$ cat src/rtl/fwd_hazard_ctrl.sv
// Forwarding-select and load-use stall control for the EX stage.
// Carries register-address metadata only; datapath pipeline registers are elsewhere.
module fwd_hazard_ctrl #(
  parameter int REG_ADDR_W = 5
) (
  input  logic                  clk,
  input  logic                  rst,
  input  logic [REG_ADDR_W-1:0] id_rs,
  input  logic [REG_ADDR_W-1:0] id_rt,
  input  logic                  id_uses_rt,
  input  logic [REG_ADDR_W-1:0] id_dst,
  input  logic                  id_reg_write,
  input  logic                  id_mem_read,
  input  logic                  flush,
  output logic [1:0]            fwd_a_sel,
  output logic [1:0]            fwd_b_sel,
  output logic                  stall,
  output logic                  ex_is_load
);

  localparam logic [1:0] SEL_REGFILE = 2'b00;
  localparam logic [1:0] SEL_WB      = 2'b01;
  localparam logic [1:0] SEL_MEM     = 2'b10;

  logic [REG_ADDR_W-1:0] ex_rs_q, ex_rs_d;
  logic [REG_ADDR_W-1:0] ex_rt_q, ex_rt_d;
  logic                  ex_uses_rt_q, ex_uses_rt_d;
  logic [REG_ADDR_W-1:0] ex_dst_q, ex_dst_d;
  logic                  ex_rw_q, ex_rw_d;
  logic                  ex_mr_q, ex_mr_d;

  logic [REG_ADDR_W-1:0] mem_dst_q;
  logic                  mem_rw_q;
  logic                  mem_mr_q;

  logic [REG_ADDR_W-1:0] wb_dst_q;
  logic                  wb_rw_q;

  logic mem_hits_rs, wb_hits_rs, mem_hits_rt, wb_hits_rt;

  assign stall = ex_mr_q && (ex_dst_q != '0) &&
                 ((ex_dst_q == id_rs) || (id_uses_rt && (ex_dst_q == id_rt)));

  // A stalled or flushed instruction leaves ID as an all-zero bubble.
  always_comb begin
    ex_rs_d      = id_rs;
    ex_rt_d      = id_rt;
    ex_uses_rt_d = id_uses_rt;
    ex_dst_d     = id_dst;
    ex_rw_d      = id_reg_write;
    ex_mr_d      = id_mem_read;
    if (stall || flush) begin
      ex_rs_d      = '0;
      ex_rt_d      = '0;
      ex_uses_rt_d = 1'b0;
      ex_dst_d     = '0;
      ex_rw_d      = 1'b0;
      ex_mr_d      = 1'b0;
    end
  end

  always_ff @(posedge clk or posedge rst) begin
    if (rst) begin
      ex_rs_q      <= '0;
      ex_rt_q      <= '0;
      ex_uses_rt_q <= 1'b0;
      ex_dst_q     <= '0;
      ex_rw_q      <= 1'b0;
      ex_mr_q      <= 1'b0;
      mem_dst_q    <= '0;
      mem_rw_q     <= 1'b0;
      mem_mr_q     <= 1'b0;
      wb_dst_q     <= '0;
      wb_rw_q      <= 1'b0;
    end else begin
      ex_rs_q      <= ex_rs_d;
      ex_rt_q      <= ex_rt_d;
      ex_uses_rt_q <= ex_uses_rt_d;
      ex_dst_q     <= ex_dst_d;
      ex_rw_q      <= ex_rw_d;
      ex_mr_q      <= ex_mr_d;
      mem_dst_q    <= ex_dst_q;
      mem_rw_q     <= ex_rw_q;
      mem_mr_q     <= ex_mr_q;
      wb_dst_q     <= mem_dst_q;
      wb_rw_q      <= mem_rw_q;
    end
  end

  assign mem_hits_rs = mem_rw_q && (mem_dst_q != '0) && (mem_dst_q == ex_rs_q);
  assign wb_hits_rs  = wb_rw_q  && (wb_dst_q  != '0) && (wb_dst_q  == ex_rs_q);
  assign mem_hits_rt = mem_rw_q && (mem_dst_q != '0) && (mem_dst_q == ex_rt_q);
  assign wb_hits_rt  = wb_rw_q  && (wb_dst_q  != '0) && (wb_dst_q  == ex_rt_q);

  // The MEM-stage producer is younger than WB, so it takes priority.
  always_comb begin
    fwd_a_sel = SEL_REGFILE;
    fwd_b_sel = SEL_REGFILE;
    if (mem_hits_rs)
      fwd_a_sel = SEL_MEM;
    else if (wb_hits_rs)
      fwd_a_sel = SEL_WB;
    if (ex_uses_rt_q) begin
      if (mem_hits_rt)
        fwd_b_sel = SEL_MEM;
      else if (wb_hits_rt)
        fwd_b_sel = SEL_WB;
    end
  end

  assign ex_is_load = mem_mr_q;

endmodule

$ cat config.mk
export PLATFORM = sky130hd
export DESIGN_NAME = fwd_hazard_ctrl
export DESIGN_NICKNAME = d
export VERILOG_FILES = /design/src/rtl/fwd_hazard_ctrl.sv
export SDC_FILE = /design/constraint.sdc
export NUM_CORES = 1
export LEC_CHECK = 0
export ABC_AREA = 1
export ABC_CLOCK_PERIOD_IN_PS = 2400
export BUFFER_PORTS_ARGS = -buffer_cell sky130_fd_sc_hd__buf_2
export CAP_MARGIN = 0
export CORE_UTILIZATION = 50
export CTS_CLUSTER_DIAMETER = 200
export DETAILED_ROUTE_END_ITERATION = 16
export GPL_TIMING_DRIVEN = 0
export HOLD_SLACK_MARGIN = 0.02
export MAX_ROUTING_LAYER = met4
export PLACE_DENSITY_LB_ADDON = 0.3
export SLEW_MARGIN = 20
export SYNTH_ARGS = -nofsm -noshare
export SYNTH_HDL_FRONTEND = slang
export SYNTH_SLANG_ARGS = --single-unit
$ cat constraint.sdc
create_clock -name clk -period 2.4 [get_ports clk]
set_input_delay 0.48 -clock clk [delete_from_list [all_inputs] [get_ports clk]]
set_output_delay 0.48 -clock clk [all_outputs]
set_load 0.005 [all_outputs]
==> results.ini, run 1 <==
[power_and_ir_drop]
switching_share_pct = 24.0
pwr-share-comb_pct = 11.4
sequentialPowerShare_pct = 51.3
power.switching_uw = 270
peakVddDrop_mv = 0.666
p_per_area_nw_per_um2 = 665
p_total_mw = 1.12
leakage_nw = 0.983
clockPowerShare_pct = 37.3
p_int_uw = 854

[placed_design]
placed_cells = 224
place_ws_ns = 0.681
hpwl_mm = 1.87
place.gp.congestion = 0.848
io_buffers = 26

[timing]
setup_tns_ns = 0
setup_ws_ns = 0.400
slew_headroom_pct = 60.3
finalHoldViolCount = 0
worst_slew_pin_slew_ns = 0.594
period_needed_ns = 2.00
rsz0062_at_grt = no
final.period_utilization_pct = 83.3
holdWs_ns = 0.201
max_freq_mhz = 500
slew_viol_final = 0
finalSetupViolations = 0
fin_skew_ns = 0.00923

[synth]
synth_edf_count = 0
synth-simple-area-share_pct = 24.2
synthAdderAreaFrac_pct = 0
syn_area_per_cell_um2 = 8.59
synthDistinctLibCells = 20
synth-seq-cells = 31
synthMuxAreaShare_pct = 0
synth_compound_area_share_pct = 0.697
synth_top_family_by_area = simple AND/OR/NAND/NOR gates
ys_seq_area_share_pct = 54.1
syn_inst = 167
synth_xor_area_share_pct = 11.6
ys_async_sr_fraction_pct = 100
syn_area_um2 = 1440
synth_ff_type = dfrtp_1
ys.warnings.count = 0
synthesis.nets = 188

[layout]
multi_input_area_um2 = 524
num_antenna_cells = 0
final_common_cell = nand2_1
nets = 221
seqCellArea_um2 = 776
nFillCells = 230
layout_common_cells = nand2_1 (33), dfrtp_1 (31), nor2_1 (30)
syn_to_final_growth_pct = 17.8
stdcell_count = 232
drive_above_1_share_pct = 20.9

[route]
drcViolationCount = 0
dr.pass1.iters = 4
met1_length_um = 987
drt-total-wl_mm = 2.51
num_vias = 1111
avgRoutedWirePerCell_um = 10.8
ant_nets = 0
drtIter0Drc = 34
routed-wl-met2_mm = 1.31
top_layer = met4
wl_met3_um = 157
via_per_inst = 4.79

[floorplanning]
die_x_um = 55.6
boundaryPins = 27
fp.dieArea_um2 = 3090
num_rows = 19
die_h_um = 55.6
initial_core_util_pct = 52.5
core_um2 = 2730

[global_route]
grt_pass1_wl_mm = 4.04
antenna_found_initial = 0
overflow = 0
grt_pass1_vias = 1028
grt_max_degree = 32
track_usage_pct = 17.9

[worst_setup_path]
path_max_fanout = 4
worst-setup-path-type = reg -> out
arrival_ns = 1.52
start_kind = register
cp_data_required_time_ns = 1.92
end_kind = primary output

[clock_tree]
cts_tree = built
clk_path_buf_depth = 2
numCtsBuffers = 5
post_cts_resized = 0
root_buffer = clkbuf_4
clk_latency_ns = 0.33
post_cts_buffers = 0
h-tree-depth = 2
ctsHoldBuffers = 0
cts.clk_slew.worst_paths_ns = 0.10
clkSinkCount = 31

[run_status]
outcome = completed

[worst_hold_path]
hp-class = in -> async

[flow_run]
maxCapViolCount = 0

synthesized netlist by cell type, types with 2 or more instances:
library cell	instances	area (um^2)
dfrtp_1	31	776
inv_1	30	113
nand4_1	2	12.5
nor3_1	5	25.0
nand2_1	33	124
xnor2_1	10	87.6
nor2_1	30	113
nand3_1	6	30.0
xor2_1	9	78.8
power groups by stage:
stage	clock [mW]	sequential, mW	combinational (mW)
floorplan	0	0.581	0.0904
global placement	0	0.586	0.123
detailed placement	0	0.587	0.127
CTS	0.430	0.577	0.128
global route	0.443	0.582	0.143
finish	0.420	0.577	0.128
layout make-up:
class	count	area share [%]
Buffer	2	1.11
Clock buffer	6	3.03
Clock inverter	2	2.07
Inverter	31	6.88
Multi-Input combinational cell	103	31.0
Sequential cell	31	45.9
Tap cell	31	2.29
Timing Repair Buffer	26	7.70
layer usage:
metal / GRT usage [%] / vias to the layer above
li1: - / 562
met1: 18.0 / 489
met2: 32.0 / 51
met3: 5.58 / 9
met4: 7.50 / 0
met5: - / -
flip-flops by register name, indices dropped and copies added (netlist names):
| signal | count |
|---|---|
| ex_is_load | 1 |
| ex_uses_rt_q | 1 |
| mem_dst_q | 5 |
| wb_dst_q | 5 |
| ex_rs_q | 5 |
| mem_rw_q | 1 |
| ex_rt_q | 5 |
| ex_rw_q | 1 |
| ex_dst_q | 5 |
| wb_rw_q | 1 |
| ex_mr_q | 1 |
kinds of logic after synthesis:
logic type,Yosys count
AND/OR/NAND/NOR,82
buffers and inverters,33
flip-flops,31
XOR/XNOR,19
AO/OA/AOI/OAI,2
final timing paths:
kind,start,endpoint,slack (ns),depth (start not counted)
max in group asynchronous,rst,mem_dst_q[0]$_DFF_PP0_,1.80,2
worst min-delay path,rst,ex_dst_q[2]$_DFF_PP0_,0.20,2
worst max register to register,ex_dst_q[3]$_DFF_PP0_,ex_rt_q[1]$_DFF_PP0_,0.96,10
worst max-delay path,mem_dst_q[3]$_DFF_PP0_,fwd_a_sel[1],0.40,5
worst min register to register,ex_rw_q$_DFF_PP0_,mem_rw_q$_DFF_PP0_,0.37,0
min in group clk,id_dst[4],ex_dst_q[4]$_DFF_PP0_,0.34,3
worst max-delay path, cell delays in order (launching register included):
cell and delay, ns:
dfrtp_1 0.44, xnor2_1 0.17, nand4_1 0.10, nor3_1 0.23
buf_4 0.15, buf_2 0.09
stage by stage:
| step | cell area [um^2] | util (%) |
|---|---|---|
| floorplan | 1440 | - |
| global placement | 1600 | 58.7 |
| detailed placement | 1600 | 58.7 |
| CTS | 1690 | 61.8 |
| global route | 1690 | 61.8 |
| finish | 1690 | 61.8 |
(Power assumes the default switching activity.)
==> inputs of run 2 (changes only) <==
Settings changed: ABC_AREA 1 to 0, ABC_CLOCK_PERIOD_IN_PS 2400 to 1700, CORE_UTILIZATION 50 to 49.
Clock period 2.4 ns to 1.7 ns, I/O delays scaled along.
==> results.ini, run 2 <==
[floorplanning]
boundaryPins = 27  ; unchanged
initial_core_util_pct = 52.5  ; about the same
fp.dieArea_um2 = 3230  ; was 3090 um^2
num_rows = 19  ; unchanged
core_um2 = 2810  ; was 2730 um^2
die_x_um = 56.8  ; was 55.6 um
die_h_um = 56.8  ; was 55.6 um

[flow_run]
maxCapViolCount = 0  ; unchanged

[clock_tree]
clk_path_buf_depth = 2  ; unchanged
numCtsBuffers = 5  ; unchanged
cts.clk_slew.worst_paths_ns = 0.10  ; about the same
clkSinkCount = 31  ; unchanged
cts_tree = built  ; unchanged
clk_latency_ns = 0.32  ; was 0.33 ns
h-tree-depth = 2  ; unchanged
root_buffer = clkbuf_4  ; unchanged
ctsHoldBuffers = 0  ; unchanged

[synth]
synth_ff_type = dfrtp_1  ; unchanged
syn_area_um2 = 1470  ; was 1440 um^2
ys_seq_area_share_pct = 52.6  ; was 54.1%
synth_common_cells = dfrtp_1 (31), nand2b_1 (18), xnor2_1 (17)  ; was nand2_1 (33), dfrtp_1 (31), inv_1 (30), nor2_1 (30), xnor2_1 (10)
ys_async_sr_fraction_pct = 100  ; unchanged
ys.warnings.count = 0  ; unchanged
syn_inst = 125  ; was 167
yosysMostFrequentCell = dfrtp_1  ; was nand2_1
synthDistinctLibCells = 24  ; was 20
synthesis.nets = 146  ; was 188
synth_largest_area_cell = dfrtp_1  ; unchanged
synthTopCellsByArea = dfrtp_1 (53%), xnor2_1 (10%), xor2_1 (7.7%), nand2b_1 (7.6%), a21oi_2 (5.9%)  ; was dfrtp_1 (54%), nand2_1 (8.6%), inv_1 (7.8%), nor2_1 (7.8%), xnor2_1 (6.1%)
synth_edf_count = 0  ; unchanged
synth-seq-cells = 31  ; unchanged
yosys.area.top_type_share_pct = 52.6  ; was 54.1%
syn_area_per_cell_um2 = 11.8  ; was 8.59 um^2

[worst_setup_path]
r2r-start = ex_dst_q[3]$_DFF_PP0_  ; unchanged
r2r_slack_ns = -0.02  ; was 0.96 ns
worst-setup-path-type = reg -> out  ; unchanged
startpoint = wb_dst_q[4]$_DFF_PP0_  ; was mem_dst_q[3]$_DFF_PP0_
cp_data_required_time_ns = 1.36  ; was 1.92 ns
arrival_ns = 1.83  ; was 1.52 ns
start_kind = register  ; unchanged
end_kind = primary output  ; unchanged
path_max_fanout = 3  ; was 4

[route]
avgRoutedWirePerCell_um = 17.0  ; was 10.8 um
dr.pass1.iters = 10  ; was 4
drt-total-wl_mm = 3.57  ; was 2.51 mm
drcViolationCount = 3  ; was 0
via_per_inst = 5.38  ; was 4.79
drtIter0Drc = 26  ; was 34
ant_nets = 0  ; unchanged
num_vias = 1129  ; was 1111

[placed_design]
hpwl_mm = 2.09  ; was 1.87 mm
io_buffers = 26  ; unchanged
place.gp.congestion = 0.803  ; was 0.848

[layout]
nFillCells = 201  ; was 230
syn_to_final_growth_pct = 37.0  ; was 17.8%
final_common_cell = dfrtp_1  ; was nand2_1
nets = 199  ; was 221
num_antenna_cells = 0  ; unchanged
layout_common_cells = dfrtp_1 (28), buf_2 (25), buf_4 (19)  ; was nand2_1 (33), dfrtp_1 (31), nor2_1 (30)
drive_above_1_share_pct = 50.8  ; was 20.9%

[timing]
period_needed_ns = 2.17
final.period_utilization_pct = 127
setup_tns_ns = -2.15  ; was 0 ns
finalHoldViolCount = 0  ; unchanged
max_freq_mhz = 462
worst_slew_pin_slew_ns = 0.612  ; was 0.594 ns
rsz0062_at_grt = yes  ; was no
slew_headroom_pct = 59.1  ; was 60.3%
setup_ws_ns = -0.467  ; was 0.400 ns
slew_viol_final = 0  ; unchanged
finalSetupViolations = 8  ; was 0
fin_skew_ns = 0.0109  ; was 0.00923 ns

[power_and_ir_drop]
peakVddDrop_mv = 0.569  ; was 0.666 mV
p_total_mw = 1.60  ; was 1.12 mW
p_per_area_nw_per_um2 = 791  ; was 665 nW/um^2
leakage_nw = 0.930  ; was 0.983 nW

[global_route]
overflow = 0  ; unchanged
grt_pass1_vias = 1220  ; was 1028
grt_max_degree = 32  ; unchanged
antenna_found_initial = 0  ; unchanged
track_usage_pct = 24.6  ; was 17.9%
grt_pass1_wl_mm = 5.51  ; was 4.04 mm

[worst_hold_path]
hp-class = in -> async  ; unchanged

[run_status]
failed_checks = DRC, setup timing
outcome = finished with violations  ; was completed

## run 2: changes by cell type after synthesis, sizes merged, moves of 2 or more
cell    before  now
nor4         0    4
buf          2    4
or4          0    4
xnor2       10   17
inv         31    1
nand2b       0   18
nand2       35    2
nor3         5    1
xor2         9   13
and2         0    2
a21oi        1   18
nand3        6    4
nor2        31    0
## run 2: layer usage
metal	track usage (%)	vias to the layer above	part of all wire (%)	routed length [um]
li1	-	530	-	-
met1	25.2	544	37	1330
met2	41.7	45	56	2000
met3	6.22	10	4.3	155
met4	16.4	0	2.5	90
met5	-	-	0	0
## run 2: logic make-up (layout without fill, tap and decap cells)
logic type | count (synthesis) | count (layout) | share of synthesized area [%]
buf+inv | 6 | 60 | 3.48
compound gates | 22 | 22 | 10.7
simple gates | 36 | 36 | 15.4
flops | 31 | 31 | 52.6
xor+xnor | 30 | 30 | 17.8
## run 2: stage by stage
stage | hold WS, ns | utilization, % | instance area [um^2] | setup WS, ns | cells
global route | 0.129 | 72.0 | 2020 | -0.589 | 210
detailed placement | 0.342 | 58.6 | 1640 | -0.182 | 182
CTS | 0.225 | 68.8 | 1930 | -0.486 | 203
finish | 0.0780 | 72.0 | 2020 | -0.467 | 210
global placement | 0.333 | 58.6 | 1640 | -0.184 | 182
floorplan | 0.331 | - | 1480 | -0.00350 | 125
## run 2: final cells by class
type,count,area [um^2],area share [%]
timing repair buffer,47,325,16.1
clock buffer,8,68.8,3.41
sequential,31,779,38.6
tap,31,38.8,1.92
multi-input combinational,88,761,37.7
inverter,1,3.75,0.186
buffer,4,42.5,2.11
## run 2: where the power goes
group / leakage [nW] / internal [mW] / total (mW) / switching (mW)
Sequential: 0.396 / 0.777 / 0.818 / 0.0415
Clock: 0.0386 / 0.243 / 0.475 / 0.232
Combinational: 0.496 / 0.157 / 0.303 / 0.147
Total: 0.930 / 1.18 / 1.60 / 0.420
## run 2: final timing paths
path | end | depth (start not counted)
min in group clk | ex_mr_q$_DFF_PP0_ | 3
max in group asynchronous | mem_dst_q[3]$_DFF_PP0_ | 2
max reg2reg | ex_uses_rt_q$_DFF_PP0_ | 5
min | mem_dst_q[4]$_DFF_PP0_ | 2
max | fwd_a_sel[0] | 5
min reg2reg | mem_rw_q$_DFF_PP0_ | 0
## run 2: worst max-delay path: stages (launching register included)
cell	delay (ns)
dfrtp_1	0.40
or4_4	0.14
o21ai_2	0.05
or4_4	0.53
nor4_2	0.25
buf_2	0.14
## run 2: what timing repair did
item / CTS / global route
setup buffers: 12 / 10
gates resized for setup: 23 / 12
setup endpoints to repair: 15 / 23
pin swaps: 6 / 5
cloned: 1 / 0
==> inputs of run 3 (changes only) <==
Settings changed: BUFFER_PORTS_ARGS -buffer_cell sky130_fd_sc_hd__buf_2 to -buffer_cell sky130_fd_sc_hd__clkbuf_2.
==> results.ini, run 3 (synthesized netlist as in run 2, its figures left out) <==
[run_status]
outcome = finished with violations  ; unchanged
failed_checks = DRC, setup timing  ; unchanged

[route]
drt-total-wl_mm = 3.04  ; was 3.57 mm
dr.pass1.iters = 10  ; unchanged
via_per_inst = 5.27  ; was 5.38
avgRoutedWirePerCell_um = 15.2  ; was 17.0 um
routed-wl-met2_mm = 1.67  ; was 2.00 mm
drcViolationCount = 2  ; was 3
top_layer = met4  ; unchanged
num_vias = 1054  ; was 1129
met1_length_mm = 1.23  ; was 1.33 mm
drtIter0Drc = 21  ; was 26
ant_nets = 0  ; unchanged
wl_met3_um = 112  ; was 155 um

[layout]
stdcell_count = 200  ; was 210
drive_above_1_share_pct = 40.2  ; was 50.8%
syn_to_final_growth_pct = 25.8  ; was 37.0%
num_antenna_cells = 0  ; unchanged
nFillCells = 215  ; was 201
final_common_cell = dfrtp_1  ; unchanged
nets = 189  ; was 199
layout_common_cells = dfrtp_1 (31), clkbuf_2 (24), nand2b_1 (18)  ; was dfrtp_1 (28), buf_2 (25), buf_4 (19)

[worst_setup_path]
startpoint = wb_dst_q[4]$_DFF_PP0_  ; unchanged
worst-setup-path-type = reg -> out  ; unchanged
end_kind = primary output  ; unchanged
arrival_ns = 1.85  ; was 1.83 ns
cp_data_required_time_ns = 1.36  ; about the same
r2r-end = ex_rt_q[0]$_DFF_PP0_  ; was ex_uses_rt_q$_DFF_PP0_
r2r_slack_ns = 0.03  ; was -0.02 ns
r2r-start = ex_dst_q[4]$_DFF_PP0_  ; was ex_dst_q[3]$_DFF_PP0_
rr_worst_depth = 5  ; unchanged
path_max_fanout = 3  ; unchanged
start_kind = register  ; unchanged
crit_path_end = fwd_a_sel[0]  ; unchanged

[clock_tree]
numCtsBuffers = 5  ; unchanged
cts_tree = built  ; unchanged
clk_path_buf_depth = 2  ; unchanged
clkSinkCount = 31  ; unchanged
root_buffer = clkbuf_4  ; unchanged
ctsHoldBuffers = 0  ; unchanged
h-tree-depth = 2  ; unchanged
clk_latency_ns = 0.31  ; was 0.32 ns
cts.clk_slew.worst_paths_ns = 0.09  ; was 0.10 ns

[timing]
finalHoldViolCount = 0  ; unchanged
worst_slew_pin_slew_ns = 0.616  ; was 0.612 ns
period_needed_ns = 2.19  ; was 2.17 ns
holdWs_ns = 0.0734  ; was 0.0780 ns
rsz0062_at_grt = yes  ; unchanged
fin_skew_ns = 0.00493  ; was 0.0109 ns
slew_headroom_pct = 58.9  ; was 59.1%
setup_ws_ns = -0.492  ; was -0.467 ns
final.period_utilization_pct = 129  ; was 127%
finalSetupViolations = 5  ; was 8
slew_viol_final = 0  ; unchanged
max_freq_mhz = 456  ; was 462 MHz

[placed_design]
place.gp.congestion = 0.801  ; was 0.803
hpwl_mm = 2.04  ; was 2.09 mm
place_ws_ns = -0.200  ; was -0.182 ns
placed_cells = 182  ; unchanged
io_buffers = 26  ; unchanged

[power_and_ir_drop]
sequentialPowerShare_pct = 55.6  ; was 51.2%
switching_share_pct = 27.3  ; was 26.3%
peakVddDrop_mv = 0.562  ; was 0.569 mV
power.switching_uw = 401  ; was 420 uW
leakage_nw = 0.862  ; was 0.930 nW
pwr-share-comb_pct = 17.7  ; was 19.0%
p_int_mw = 1.07  ; was 1.18 mW
clockPowerShare_pct = 26.7  ; was 29.8%
p_per_area_nw_per_um2 = 791  ; about the same

[global_route]
overflow = 0  ; unchanged
grt_pass1_wl_mm = 5.04  ; was 5.51 mm
antenna_found_initial = 0  ; unchanged
grt_pass1_vias = 1121  ; was 1220
track_usage_pct = 22.0  ; was 24.6%
grt_max_degree = 32  ; unchanged

[floorplanning]
die_h_um = 56.8  ; unchanged
num_rows = 19  ; unchanged
initial_core_util_pct = 52.5  ; unchanged
core_um2 = 2810  ; unchanged
boundaryPins = 27  ; unchanged
die_x_um = 56.8  ; unchanged
fp.dieArea_um2 = 3230  ; unchanged

[worst_hold_path]
hp-class = in -> async  ; unchanged

[flow_run]
maxCapViolCount = 0  ; unchanged

## run 3: layer usage
layer / global-route usage [%] / up-vias
li1: - / 505
met1: 24.0 / 516
met2: 37.9 / 29
met3: 6.22 / 4
met4: 8.36 / 0
met5: - / -
## run 3: timing repair
action / in CTS / in global routing
pin swaps: 3 / 5
cloned: 0 / 0
gates resized for setup: 7 / 13
setup buffers: 8 / 3
endpoints found under the setup margin: 15 / 15
## run 3: critical path: stages (launching register included)
cell	delay (ns)
dfrtp_1	0.40
or4_1	0.12
o21ai_1	0.07
or4_4	0.55
nor4_4	0.25
buf_2	0.15
## run 3: cell type report
class	count	area, um^2	share of cell area, %
buffer	4	33.8	1.82
sequential	31	776	41.8
tap	31	38.8	2.09
multi-input combinational	88	727	39.2
timing repair buffer	37	225	12.1
clock buffer	7	45.0	2.43
inverter	1	3.75	0.202
clock inverter	1	5.00	0.270
## run 3: power groups by stage
stage	Clock (mW)	Combinational (mW)	Sequential [mW]
CTS	0.403	0.237	0.814
floorplan	0	0.145	0.821
global route	0.444	0.284	0.820
detailed placement	0	0.201	0.833
global placement	0	0.193	0.831
finish	0.391	0.260	0.815
## run 3: worst min-delay path by stage
stage,cells after the start,start,slack (ns),to
after floorplan,0,ex_rw_q$_DFF_PP0_,0.33,mem_rw_q$_DFF_PP0_
after global placement,0,ex_rw_q$_DFF_PP0_,0.33,mem_rw_q$_DFF_PP0_
after detailed placement,0,ex_rw_q$_DFF_PP0_,0.35,mem_rw_q$_DFF_PP0_
after CTS,3,id_mem_read,0.21,ex_mr_q$_DFF_PP0_
after global routing,2,rst,0.12,mem_dst_q[0]$_DFF_PP0_
final,2,rst,0.07,ex_mr_q$_DFF_PP0_
## run 3: per-stage QoR
| stage | setup TNS [ns] | instance area (um^2) | util, % | power [mW] |
|---|---|---|---|---|
| finish | -2.30 | 1850 | 66.1 | 1.47 |
| global route | -2.69 | 1850 | 66.1 | 1.55 |
| global placement | -0.825 | 1640 | 58.6 | 1.02 |
| CTS | -2.24 | 1790 | 63.9 | 1.45 |
| detailed placement | -1.15 | 1640 | 58.6 | 1.03 |
| floorplan | -0.00350 | 1480 | - | 0.966 |
